[config.mk]
export PLATFORM = sky130hd
export DESIGN_NAME = alu_unit
export DESIGN_NICKNAME = d
export VERILOG_FILES = /design/src/rtl/alu_unit.sv
export SDC_FILE = /design/constraint.sdc
export NUM_CORES = 1
export LEC_CHECK = 0
export ABC_CLOCK_PERIOD_IN_PS = 7440
export CORE_ASPECT_RATIO = 1.5
export CORE_MARGIN = 2
export CORE_UTILIZATION = 35
export CTS_BUF_LIST = sky130_fd_sc_hd__clkbuf_16
export DETAILED_ROUTE_END_ITERATION = 10
export PLACE_DENSITY = 0.62
export REMOVE_ABC_BUFFERS = 1
export SYNTH_ARGS = -nofsm -noshare
export SYNTH_HDL_FRONTEND = slang
export SYNTH_SLANG_ARGS = --single-unit
[constraint.sdc]
create_clock -name i_clk -period 7.44 [get_ports i_clk]
set_clock_uncertainty 0.15 [all_clocks]
set_input_delay 1.86 -clock i_clk [delete_from_list [all_inputs] [get_ports i_clk]]
set_output_delay 1.86 -clock i_clk [all_outputs]
set_load 0.01 [all_outputs]
[src/rtl/alu_unit.sv]
// Registered 4-function ALU: subtract, signed compare, logical shift, bit set/clear.
// One-cycle latency. Parity and one-hot flags are decoded from the registered result.
module alu_unit #(
  parameter int BITS = 8
) (
  input  logic            i_clk,
  input  logic            i_rst,
  input  logic [BITS-1:0] i_a,
  input  logic [BITS-1:0] i_b,
  input  logic [1:0]      i_op,
  output logic [BITS-1:0] o_out,
  output logic            o_ovf,
  output logic            o_ERR,
  output logic            o_even,
  output logic            o_single
);

  localparam int IDX_W = $clog2(BITS);

  typedef enum logic [1:0] {
    OP_SUB    = 2'b00,
    OP_CMP    = 2'b01,
    OP_SHIFT  = 2'b10,
    OP_BITCHG = 2'b11
  } op_e;

  // BITS always fits in BITS-1 bits for BITS >= 4, so this compare is exact.
  localparam logic [BITS-2:0] SHAMT_LIMIT = BITS[BITS-2:0];

  logic [BITS-1:0] out_d, out_q;
  logic            ovf_d, ovf_q;
  logic            err_d, err_q;

  logic [BITS-1:0]   diff;
  logic              shift_right;
  logic [BITS-2:0]   shamt;
  logic [2*BITS-1:0] shl_wide;
  logic [2*BITS-1:0] shr_wide;
  logic [IDX_W-1:0]  bit_idx;
  logic              bit_val;
  logic              idx_bad;

  always_comb begin
    diff        = i_a - i_b;
    shift_right = i_b[BITS-1];
    shamt       = i_b[BITS-2:0];
    // Double-width shifts keep the bits pushed out, which feed the data-lost flag.
    shl_wide    = {{BITS{1'b0}}, i_a} << shamt;
    shr_wide    = {i_a, {BITS{1'b0}}} >> shamt;
    bit_idx     = i_b[IDX_W-1:0];
    bit_val     = i_b[BITS-1];
    idx_bad     = |i_b[BITS-2:IDX_W];
  end

  // NOTE: every output of this block gets a default first so no latch is inferred
  // on paths that do not assign it.
  always_comb begin
    out_d = '0;
    ovf_d = 1'b0;
    err_d = 1'b0;
    unique case (op_e'(i_op))
      OP_SUB: begin
        out_d = diff;
        ovf_d = (i_a[BITS-1] != i_b[BITS-1]) && (diff[BITS-1] != i_a[BITS-1]);
      end
      OP_CMP: begin
        out_d[0] = $signed(i_a) > $signed(i_b);
      end
      OP_SHIFT: begin
        if (shamt >= SHAMT_LIMIT) begin
          err_d = 1'b1;
        end else if (shift_right) begin
          out_d = shr_wide[2*BITS-1:BITS];
          ovf_d = |shr_wide[BITS-1:0];
        end else begin
          out_d = shl_wide[BITS-1:0];
          ovf_d = |shl_wide[2*BITS-1:BITS];
        end
      end
      OP_BITCHG: begin
        if (idx_bad) begin
          err_d = 1'b1;
        end else begin
          out_d          = i_a;
          out_d[bit_idx] = bit_val;
        end
      end
      default: ;
    endcase
  end

  // NOTE: state registers use non-blocking assignments so every flop samples
  // pre-edge values regardless of block ordering.
  always_ff @(posedge i_clk) begin
    if (i_rst) begin
      out_q <= '0;
      ovf_q <= 1'b0;
      err_q <= 1'b0;
    end else begin
      out_q <= out_d;
      ovf_q <= ovf_d;
      err_q <= err_d;
    end
  end

  assign o_out    = out_q;
  assign o_ovf    = ovf_q;
  assign o_ERR    = err_q;
  assign o_even   = ~^out_q;
  assign o_single = (out_q != '0) && ((out_q & (out_q - 1'b1)) == '0);

endmodule

==> flow_metrics.py, run 1 <==
metrics = {
    "cts": {
        "path_clk_slew_ps": 40,
        "cts_setup_buffers": 0,
        "numCtsBuffers": 3,
        "cts.sinks": 10,
        "h-tree-depth": 1,
        "cts-hold-fix-buffers": 0,
        "cts_buffer_depth": 2,
        "cts_resized": 0,
        "cts_tree": "yes",
        "cts-root-buf": "clkbuf_16",
    },
    "placed_design": {
        "dpl.hpwl_mm": 4.77,
        "port_buffers": 31,
        "dpl_worst_slack_ps": 2430,
        "placed_area_sq_um": 2170,
        "place_inst": 351,
        "place_congestion": 0.985,
    },
    "detailed_routing": {
        "routedWlPerCell_microns": 17.2,
        "finalWirelength_mm": 6.08,
        "drc_errors": 0,
        "ant_nets": 0,
        "vias_per_cell": 5.93,
        "drtPass1Iterations": 4,
        "drt-initial-drc-count": 111,
        "num_vias": 2099,
    },
    "synth": {
        "yosys-top-cells-area": "dfxtp_1 (11%), ha_1 (8.6%), mux2i_1 (8.5%), a21oi_1 (5.6%), nand2_1 (5.0%)",
        "muxShareOfSynthArea_pct": 12.1,
        "ys_warn_count": 0,
        "synthXorXnorAreaFrac_pct": 4.19,
        "synth-simple-area-share_pct": 24.6,
        "yosys.area.top_type": "dfxtp_1",
        "synth_top_family_by_area": "compound AO/OA/AOI/OAI gates",
        "ys_types": 56,
        "synthAdderAreaFrac_pct": 9.71,
        "synth_flop_cell": "dfxtp_1",
        "synth-seq-area-share_pct": 10.6,
        "synth.top_cell.area_share_pct": 10.6,
        "synth_edf_count": 0,
        "async_flop_share_pct": 0,
        "syn_area_sq_um": 1880,
        "syn_area_per_cell_sq_um": 6.91,
        "synth_common_cells": "nand2_1 (25), inv_1 (24), nor2_1 (24), a21oi_1 (21), o21ai_0 (17)",
        "synth_compound_area_share_pct": 27.9,
        "yosysMostFrequentCell": "nand2_1",
        "synth_seq_cells": 10,
        "synthCells": 272,
    },
    "timing": {
        "period_share_pct": 65.0,
        "fin_tns_setup_ps": 0,
        "worst_slew_pin_slew_ps": 1080,
        "finalHoldViolations": 0,
        "layout_setup_ws_ps": 2600,
        "slew_violations": 0,
        "max-slew-margin-rel_pct": 27.7,
        "finalCriticalPeriod_ps": 4840,
        "rsz0062_at_grt": "false",
        "max_freq_mhz": 207,
        "finalSetupViolCount": 0,
    },
    "global_route": {
        "overflow": 0,
        "grt_pass1_wl_mm": 10.1,
        "antenna_found_initial": 0,
        "grt_max_degree": 29,
        "grt_pass1_vias": 2053,
        "grt_usage_pct": 21.3,
    },
    "worst_setup_path": {
        "required_ps": 7400,
        "slowest_stage": "clkdlybuf4s50_1",
        "start_kind": "input port",
        "crit_type": "input port to flop",
        "worstPathMaxFanout": 28,
        "cpPeakStageDelay_ps": 1190,
        "crit_family": "buffers and inverters",
        "path_cells": "clkdlybuf4s50_1 > ha_1 > inv_1 > fa_1 > a211oi_1 > o21ai_0 > a21oi_1 > xnor2_1 > a221oi_1 > nor2_1",
        "crit_cells": 10,
        "end_kind": "flop",
        "cp_num_buf_inv": 2,
        "arrival_ps": 4800,
    },
    "finish": {
        "syn_to_final_growth_pct": 19.4,
        "antenna_cells": 0,
        "drive_gt1_share_pct": 4.55,
        "fill_cells": 518,
        "fin_area_sq_um": 2240,
        "layout.cells.non_filler": 354,
        "layout.nets": 322,
    },
    "pwr": {
        "cellPowerDensity_nw_per_um2": 124,
        "vdd.ir_drop.worst_uv": 56.7,
        "leakagePower_nw": 0.889,
    },
    "floorplan": {
        "initial_utilization_pct": 36.4,
        "num_rows": 32,
        "die_width_microns": 63.9,
        "die-area_sq_um": 5990,
        "die_height_microns": 93.8,
        "ios": 32,
        "core_area_sq_um": 5160,
    },
    "worst_hold_path": {
        "hold_class": "input port to flop",
        "holdPathStages": 2,
        "min_from": "i_rst",
        "holdPathEnd": "o_ERR",
    },
    "status": {
        "status": "complete, no violations",
    },
    "job": {
        "cap_violations": 0,
    },
}
registers in the layout, indices dropped and copies added (netlist names):
name,flops
o_out,8
o_ERR,1
o_ovf,1
cells in the final DEF (no fill, tap or decap), drive strengths merged, types with 3 or more instances in the layout:
| master | n |
|---|---|
| a211oi | 3 |
| a21oi | 21 |
| a221oi | 3 |
| a31oi | 4 |
| clkbuf | 3 |
| clkdlybuf4s50 | 31 |
| dfxtp | 10 |
| ha | 13 |
| inv | 26 |
| mux2i | 16 |
| nand2 | 25 |
| nand2b | 6 |
| nand3 | 9 |
| nor2 | 25 |
| nor2b | 4 |
| nor3 | 8 |
| o21ai | 21 |
| o22ai | 7 |
| o32ai | 3 |
| or2 | 3 |
| or3 | 3 |
| xnor2 | 4 |
| xor2 | 5 |
stage by stage:
stage / hold WS, ps / total power (W) / util (%)
after detailed placement: 2350 / 0.000186 / 42.0
after floorplan: 1790 / 0.000131 / -
after CTS: 2120 / 0.000278 / 43.5
after global routing: 2150 / 0.000294 / 43.5
final: 2120 / 0.000279 / 43.5
after global placement: 2350 / 0.000186 / 42.0
how the worst max path moves through the flow:
stage               startpoint        to  slack, ps
floorplan             o_out[0]  o_single       3820
global route            i_b[0]  o_out[6]       2390
global placement        i_b[0]  o_out[6]       2500
finish                  i_b[0]  o_out[6]       2600
CTS                     i_b[2]     o_ovf       2660
detailed placement      i_b[0]  o_out[6]       2430
cells by family (layout without fill, tap and decap cells):
kind of cell	count (synthesis)	in the layout
compound gates	82	82
xor+xnor	9	9
mux	20	20
buf+inv	46	60
simple gates	91	91
flops	10	10
fa+ha+maj	14	14
area by class of cell:
cell class	count	area, sq um	share of cell area, %
sequential	10	200	8.92
timing repair buffer	31	310	13.8
multi-input combinational	216	1480	65.8
tap	68	85.1	3.79
clock buffer	3	75.1	3.34
inverter	26	97.6	4.35
power breakdown:
group	switching (W)	internal, W
logic	0.0000725	0.0000567
clock network	0.0000217	0.0000694
registers	0.00000180	0.0000564
total	0.0000961	0.000182
layer usage:
| metal | vias up | share of wire, % | track usage [%] |
|---|---|---|---|
| met5 | - | 0 | 0 |
| met3 | 17 | 5.3 | 1.80 |
| met4 | 0 | 3.9 | 11.6 |
| met2 | 100 | 52 | 38.9 |
| met1 | 970 | 39 | 24.0 |
| li1 | 1012 | - | - |
Note: power is estimated with default switching activity, not from simulation.
==> run 2, diff against run 1 <==
--- a/config.mk
+++ b/config.mk
@@ -5,7 +5,7 @@
 export SDC_FILE = /design/constraint.sdc
 export NUM_CORES = 1
 export LEC_CHECK = 0
-export ABC_CLOCK_PERIOD_IN_PS = 7440
+export ABC_CLOCK_PERIOD_IN_PS = 4650
 export CORE_ASPECT_RATIO = 1.5
 export CORE_MARGIN = 2
 export CORE_UTILIZATION = 35
==> constraint.sdc (replaced) <==
create_clock -name i_clk -period 4.65 [get_ports i_clk]
set_clock_uncertainty 0.15 [all_clocks]
set_input_delay 1.1625 -clock i_clk [delete_from_list [all_inputs] [get_ports i_clk]]
set_output_delay 1.1625 -clock i_clk [all_outputs]
set_load 0.01 [all_outputs]
==> run 2 against run 1 <==
Effect of this change: clock power up 58%; clock-buffer cell count is the same; critical path depth decreased by 2; highest routed layer unchanged; setup slack worse by 1600 ps; largest power group unchanged; die area unchanged; critical path type is now flop to output port; first-iteration DRC count rose by 17%.
==> flow_metrics.py, run 2 (synthesis gave the netlist of run 1 again) <==
metrics = {
    "status": {
        "status": "complete, no violations",
    },
    "floorplan": {
        "initial_utilization_pct": 36.4,
        "die_width_microns": 63.9,
        "core_area_sq_um": 5160,
        "die_height_microns": 93.8,
        "die-area_sq_um": 5990,
        "num_rows": 32,
        "ios": 32,
    },
    "worst_setup_path": {
        "crit_path_end": "o_single",
        "crit_type": "flop to output port",
        "worstPathMaxFanout": 3,
        "setup.worst_path.start": "o_out[0]",
        "arrival_ps": 2380,
        "end_kind": "output port",
        "start_kind": "flop",
        "required_ps": 3340,
    },
    "cts": {
        "cts-hold-fix-buffers": 0,
        "cts_setup_buffers": 0,
        "cts_tree": "yes",
        "path_clk_slew_ps": 40,
        "cts.sinks": 10,
        "cts_buffer_depth": 2,
        "numCtsBuffers": 3,
        "cts_resized": 0,
        "h-tree-depth": 1,
        "cts-root-buf": "clkbuf_16",
    },
    "timing": {
        "max_freq_mhz": 270,
        "hold_ws_ps": 1430,
        "finalCriticalPeriod_ps": 3700,
        "finalHoldViolations": 0,
        "fin_tns_setup_ps": 0,
        "max-slew-margin-rel_pct": 61.9,
        "rsz0062_at_grt": "false",
        "period_share_pct": 79.5,
        "worst_slew_pin_slew_ps": 557,
        "slew_violations": 0,
        "finalSetupViolCount": 0,
    },
    "finish": {
        "final_cell_mix": "clkdlybuf4s50_1 (31), nand2_1 (25), inv_1 (24), nor2_1 (24), a21oi_1 (21)",
        "drive_gt1_share_pct": 5.54,
        "antenna_cells": 0,
        "largest_register_ff_count": 8,
        "layout.nets": 325,
        "syn_to_final_growth_pct": 20.6,
        "mostFrequentLayoutCell": "clkdlybuf4s50_1",
    },
    "global_route": {
        "grt_pass1_wl_mm": 10.1,
        "grt_pass1_vias": 2088,
        "antenna_found_initial": 0,
        "grt_usage_pct": 21.5,
        "overflow": 0,
        "grt_max_degree": 27,
    },
    "detailed_routing": {
        "ant_nets": 0,
        "num_vias": 2118,
        "finalWirelength_mm": 6.21,
        "drt-initial-drc-count": 130,
        "vias_per_cell": 5.93,
        "routedWlPerCell_microns": 17.4,
        "drtPass1Iterations": 5,
        "drc_errors": 0,
    },
    "pwr": {
        "leakagePower_nw": 0.904,
        "vdd.ir_drop.worst_uv": 94.1,
        "cellPowerDensity_nw_per_um2": 197,
    },
    "worst_hold_path": {
        "min_from": "i_rst",
        "hold_class": "input port to flop",
    },
    "placed_design": {
        "place_congestion": 0.951,
        "dpl.hpwl_mm": 4.84,
        "port_buffers": 31,
    },
    "job": {
        "cap_violations": 0,
    },
}
-- run 2: per-layer routing --
metal	up-vias	wire length, microns	global-route usage (%)
li1	1018	-	-
met1	954	2290	23.6
met2	124	3200	39.6
met3	22	447	1.68
met4	0	272	12.5
met5	-	0	0
-- run 2: layout make-up --
type | instances | area, sq um
clock buffers | 3 | 75.1
multi-input cells | 216 | 1480
repair buffers | 34 | 333
fillers | 507 | 2900
flip-flops and latches | 10 | 200
well taps | 68 | 85.1
inverters | 26 | 97.6
-- run 2: how the worst min path moves through the flow --
stage	endpoint	slack, ps	depth (start not counted)
after global placement	o_ERR	1670	2
after floorplan	o_ERR	1090	1
after CTS	o_ERR	1420	2
after detailed placement	o_ERR	1650	2
after global routing	o_ERR	1460	2
final	o_ERR	1430	2
-- run 2: worst max-delay path, stage by stage (launching register included) --
cell	delay [ps]
dfxtp_1	370
inv_1	70
ha_1	210
nand2_1	100
mux2_2	340
o32ai_1	110
o21ai_0	160
a211oi_1	240
clkdlybuf4s50_1	570
-- run 2: through the flow --
stage          area (sq um)  utilization (%)  setup WS (ps)  total power, W  cells
2_1_floorplan          1770                -           1720        0.000209    252
3_3_place_gp           2190             42.4            984        0.000300    354
3_5_place_dp           2190             42.4            911        0.000299    354
4_1_cts                2270             43.9            971        0.000446    357
5_1_grt                2270             43.9            851        0.000469    357
6_report               2270             43.9            953        0.000446    357
-- run 2: report_power, final --
group | switching [W] | leakage [nW] | internal [W]
clock network | 0.0000328 | 0.0370 | 0.000111
registers | 0.00000306 | 0.0815 | 0.0000902
logic | 0.000118 | 0.785 | 0.0000916
total | 0.000153 | 0.904 | 0.000293
==> run 3, diff against run 2 <==
--- a/config.mk
+++ b/config.mk
@@ -5,7 +5,7 @@
 export SDC_FILE = /design/constraint.sdc
 export NUM_CORES = 1
 export LEC_CHECK = 0
-export ABC_CLOCK_PERIOD_IN_PS = 4650
+export ABC_CLOCK_PERIOD_IN_PS = 3900
 export CORE_ASPECT_RATIO = 1.5
 export CORE_MARGIN = 2
 export CORE_UTILIZATION = 35
==> constraint.sdc (replaced) <==
create_clock -name i_clk -period 3.9 [get_ports i_clk]
set_clock_uncertainty 0.15 [all_clocks]
set_input_delay 0.975 -clock i_clk [delete_from_list [all_inputs] [get_ports i_clk]]
set_output_delay 0.975 -clock i_clk [all_outputs]
set_load 0.01 [all_outputs]
==> run 3 against run 2 <==
Effect of this change: total power grew 22%; sequential share of layout area shrank 0.16 points; final area grew 1.8%; worst hold slack lost 190 ps; clock-buffer cell count is the same; non-clock buffer count grew 5; first-iteration DRC count shrank 14%; utilization grew 0.80 points.
==> flow_metrics.py, run 3 (synthesis gave the netlist of run 1 again) <==
metrics = {
    "detailed_routing": {
        "ant_nets": 0,
        "num_vias": 2140,
        "drtPass1Iterations": 5,
        "vias_per_cell": 5.90,
        "drt-initial-drc-count": 112,
        "drc_errors": 0,
        "routedWlPerCell_microns": 17.0,
        "finalWirelength_mm": 6.16,
    },
    "worst_setup_path": {
        "setup.worst_path.start": "o_out[0]",
        "slowest_stage": "clkdlybuf4s50_1",
        "start_kind": "flop",
        "arrival_ps": 2390,
        "cp_num_buf_inv": 2,
        "required_ps": 2770,
        "crit_family": "buffers and inverters",
        "path_cells": "inv_1 > ha_1 > nand2_1 > mux2_2 > o32ai_1 > o21ai_0 > a211oi_1 > clkdlybuf4s50_1",
        "end_kind": "output port",
        "cpPeakStageDelay_ps": 560,
        "crit_type": "flop to output port",
        "worstPathMaxFanout": 3,
    },
    "global_route": {
        "antenna_found_initial": 0,
        "grt_pass1_vias": 2048,
        "grt_pass1_wl_mm": 10.1,
        "grt_max_degree": 28,
        "grt_usage_pct": 21.7,
        "overflow": 0,
    },
    "finish": {
        "fill_cells": 527,
        "layout.cells.non_filler": 363,
        "largest_register_ff_count": 8,
        "fin_area_sq_um": 2310,
        "syn_to_final_growth_pct": 22.8,
        "fin_util_pct": 44.7,
        "mostFrequentLayoutCell": "clkdlybuf4s50_1",
        "layout.nets": 330,
        "final_cell_mix": "clkdlybuf4s50_1 (31), nand2_1 (25), inv_1 (24), nor2_1 (24), a21oi_1 (21)",
        "antenna_cells": 0,
        "seqCellArea_sq_um": 200,
        "multi_input_area_sq_um": 1480,
        "drive_gt1_share_pct": 7.12,
    },
    "timing": {
        "finalHoldViolations": 0,
        "slew_violations": 0,
        "rsz0062_at_grt": "false",
        "fin_tns_setup_ps": 0,
        "max-slew-margin-rel_pct": 57.1,
        "finalSetupViolCount": 0,
        "period_share_pct": 90.1,
        "max_freq_mhz": 285,
        "finalCriticalPeriod_ps": 3510,
        "worst_slew_pin_slew_ps": 642,
    },
    "placed_design": {
        "placed_area_sq_um": 2230,
        "place_inst": 359,
        "dpl.hpwl_mm": 4.84,
        "port_buffers": 31,
        "place_congestion": 0.967,
    },
    "floorplan": {
        "ios": 32,
        "num_rows": 32,
        "die_height_microns": 93.8,
        "core_area_sq_um": 5160,
        "die-area_sq_um": 5990,
        "initial_utilization_pct": 36.4,
        "die_width_microns": 63.9,
    },
    "pwr": {
        "swShare_pct": 35.0,
        "seqPwrFrac_pct": 20.3,
        "p_comb_share_pct": 46.3,
        "p_int_w": 0.000355,
        "vdd.ir_drop.worst_uv": 109,
        "switching_power_w": 0.000191,
        "p_clk_share_pct": 33.3,
        "leakagePower_nw": 0.929,
        "cellPowerDensity_nw_per_um2": 236,
    },
    "cts": {
        "cts.sinks": 10,
        "path_clk_slew_ps": 40,
        "numCtsBuffers": 3,
        "cts_buffer_depth": 2,
        "cts_setup_buffers": 0,
        "cts_tree": "yes",
        "cts_resized": 0,
        "h-tree-depth": 1,
        "cts-root-buf": "clkbuf_16",
        "cts-hold-fix-buffers": 0,
    },
    "status": {
        "status": "complete, no violations",
    },
    "worst_hold_path": {
        "hold_class": "input port to flop",
        "min_from": "i_rst",
    },
    "job": {
        "cap_violations": 0,
    },
}
-- run 3: changes by cell type in the layout (fill, tap and decap cells not counted) --
cell	previous run	this run
buf_4	3	8
clkinv_1	0	1
-- run 3: path summary, 6_finish.rpt --
check,end,slack [ps],cells after the start
max,o_single,390,8
min,o_ERR,1240,2
-- run 3: power by group through the flow --
stage	clock network [W]	registers [W]	logic (W)
final	0.000182	0.000111	0.000253
after detailed placement	0	0.000113	0.000249
after global placement	0	0.000113	0.000249
after global routing	0.000187	0.000112	0.000277
after floorplan	0	0.000114	0.000135
after CTS	0.000185	0.000111	0.000250
-- run 3: cell type report --
cell class	count	share of cell area [%]
Multi-Input combinational cell	216	64.0
Tap cell	68	3.69
Clock inverter	1	0.163
Sequential cell	10	8.67
Inverter	26	4.23
Clock buffer	3	3.25
Timing Repair Buffer	39	16.0
-- run 3: metrics by stage --
stage	total power (W)	hold WS, ps	worst slack [ps]
3_3_place_gp	0.000362	1480	429
3_5_place_dp	0.000361	1470	397
2_1_floorplan	0.000250	901	1160
4_1_cts	0.000546	1230	395
6_report	0.000546	1240	387
5_1_grt	0.000575	1270	206
-- run 3: per-layer routing --
layer | track usage (%) | up-vias | wire (microns)
met5 | 0 | - | 0
met4 | 11.8 | 0 | 234
met3 | 2.16 | 20 | 370
met2 | 38.5 | 116 | 3160
met1 | 25.1 | 975 | 2390
li1 | - | 1029 | -
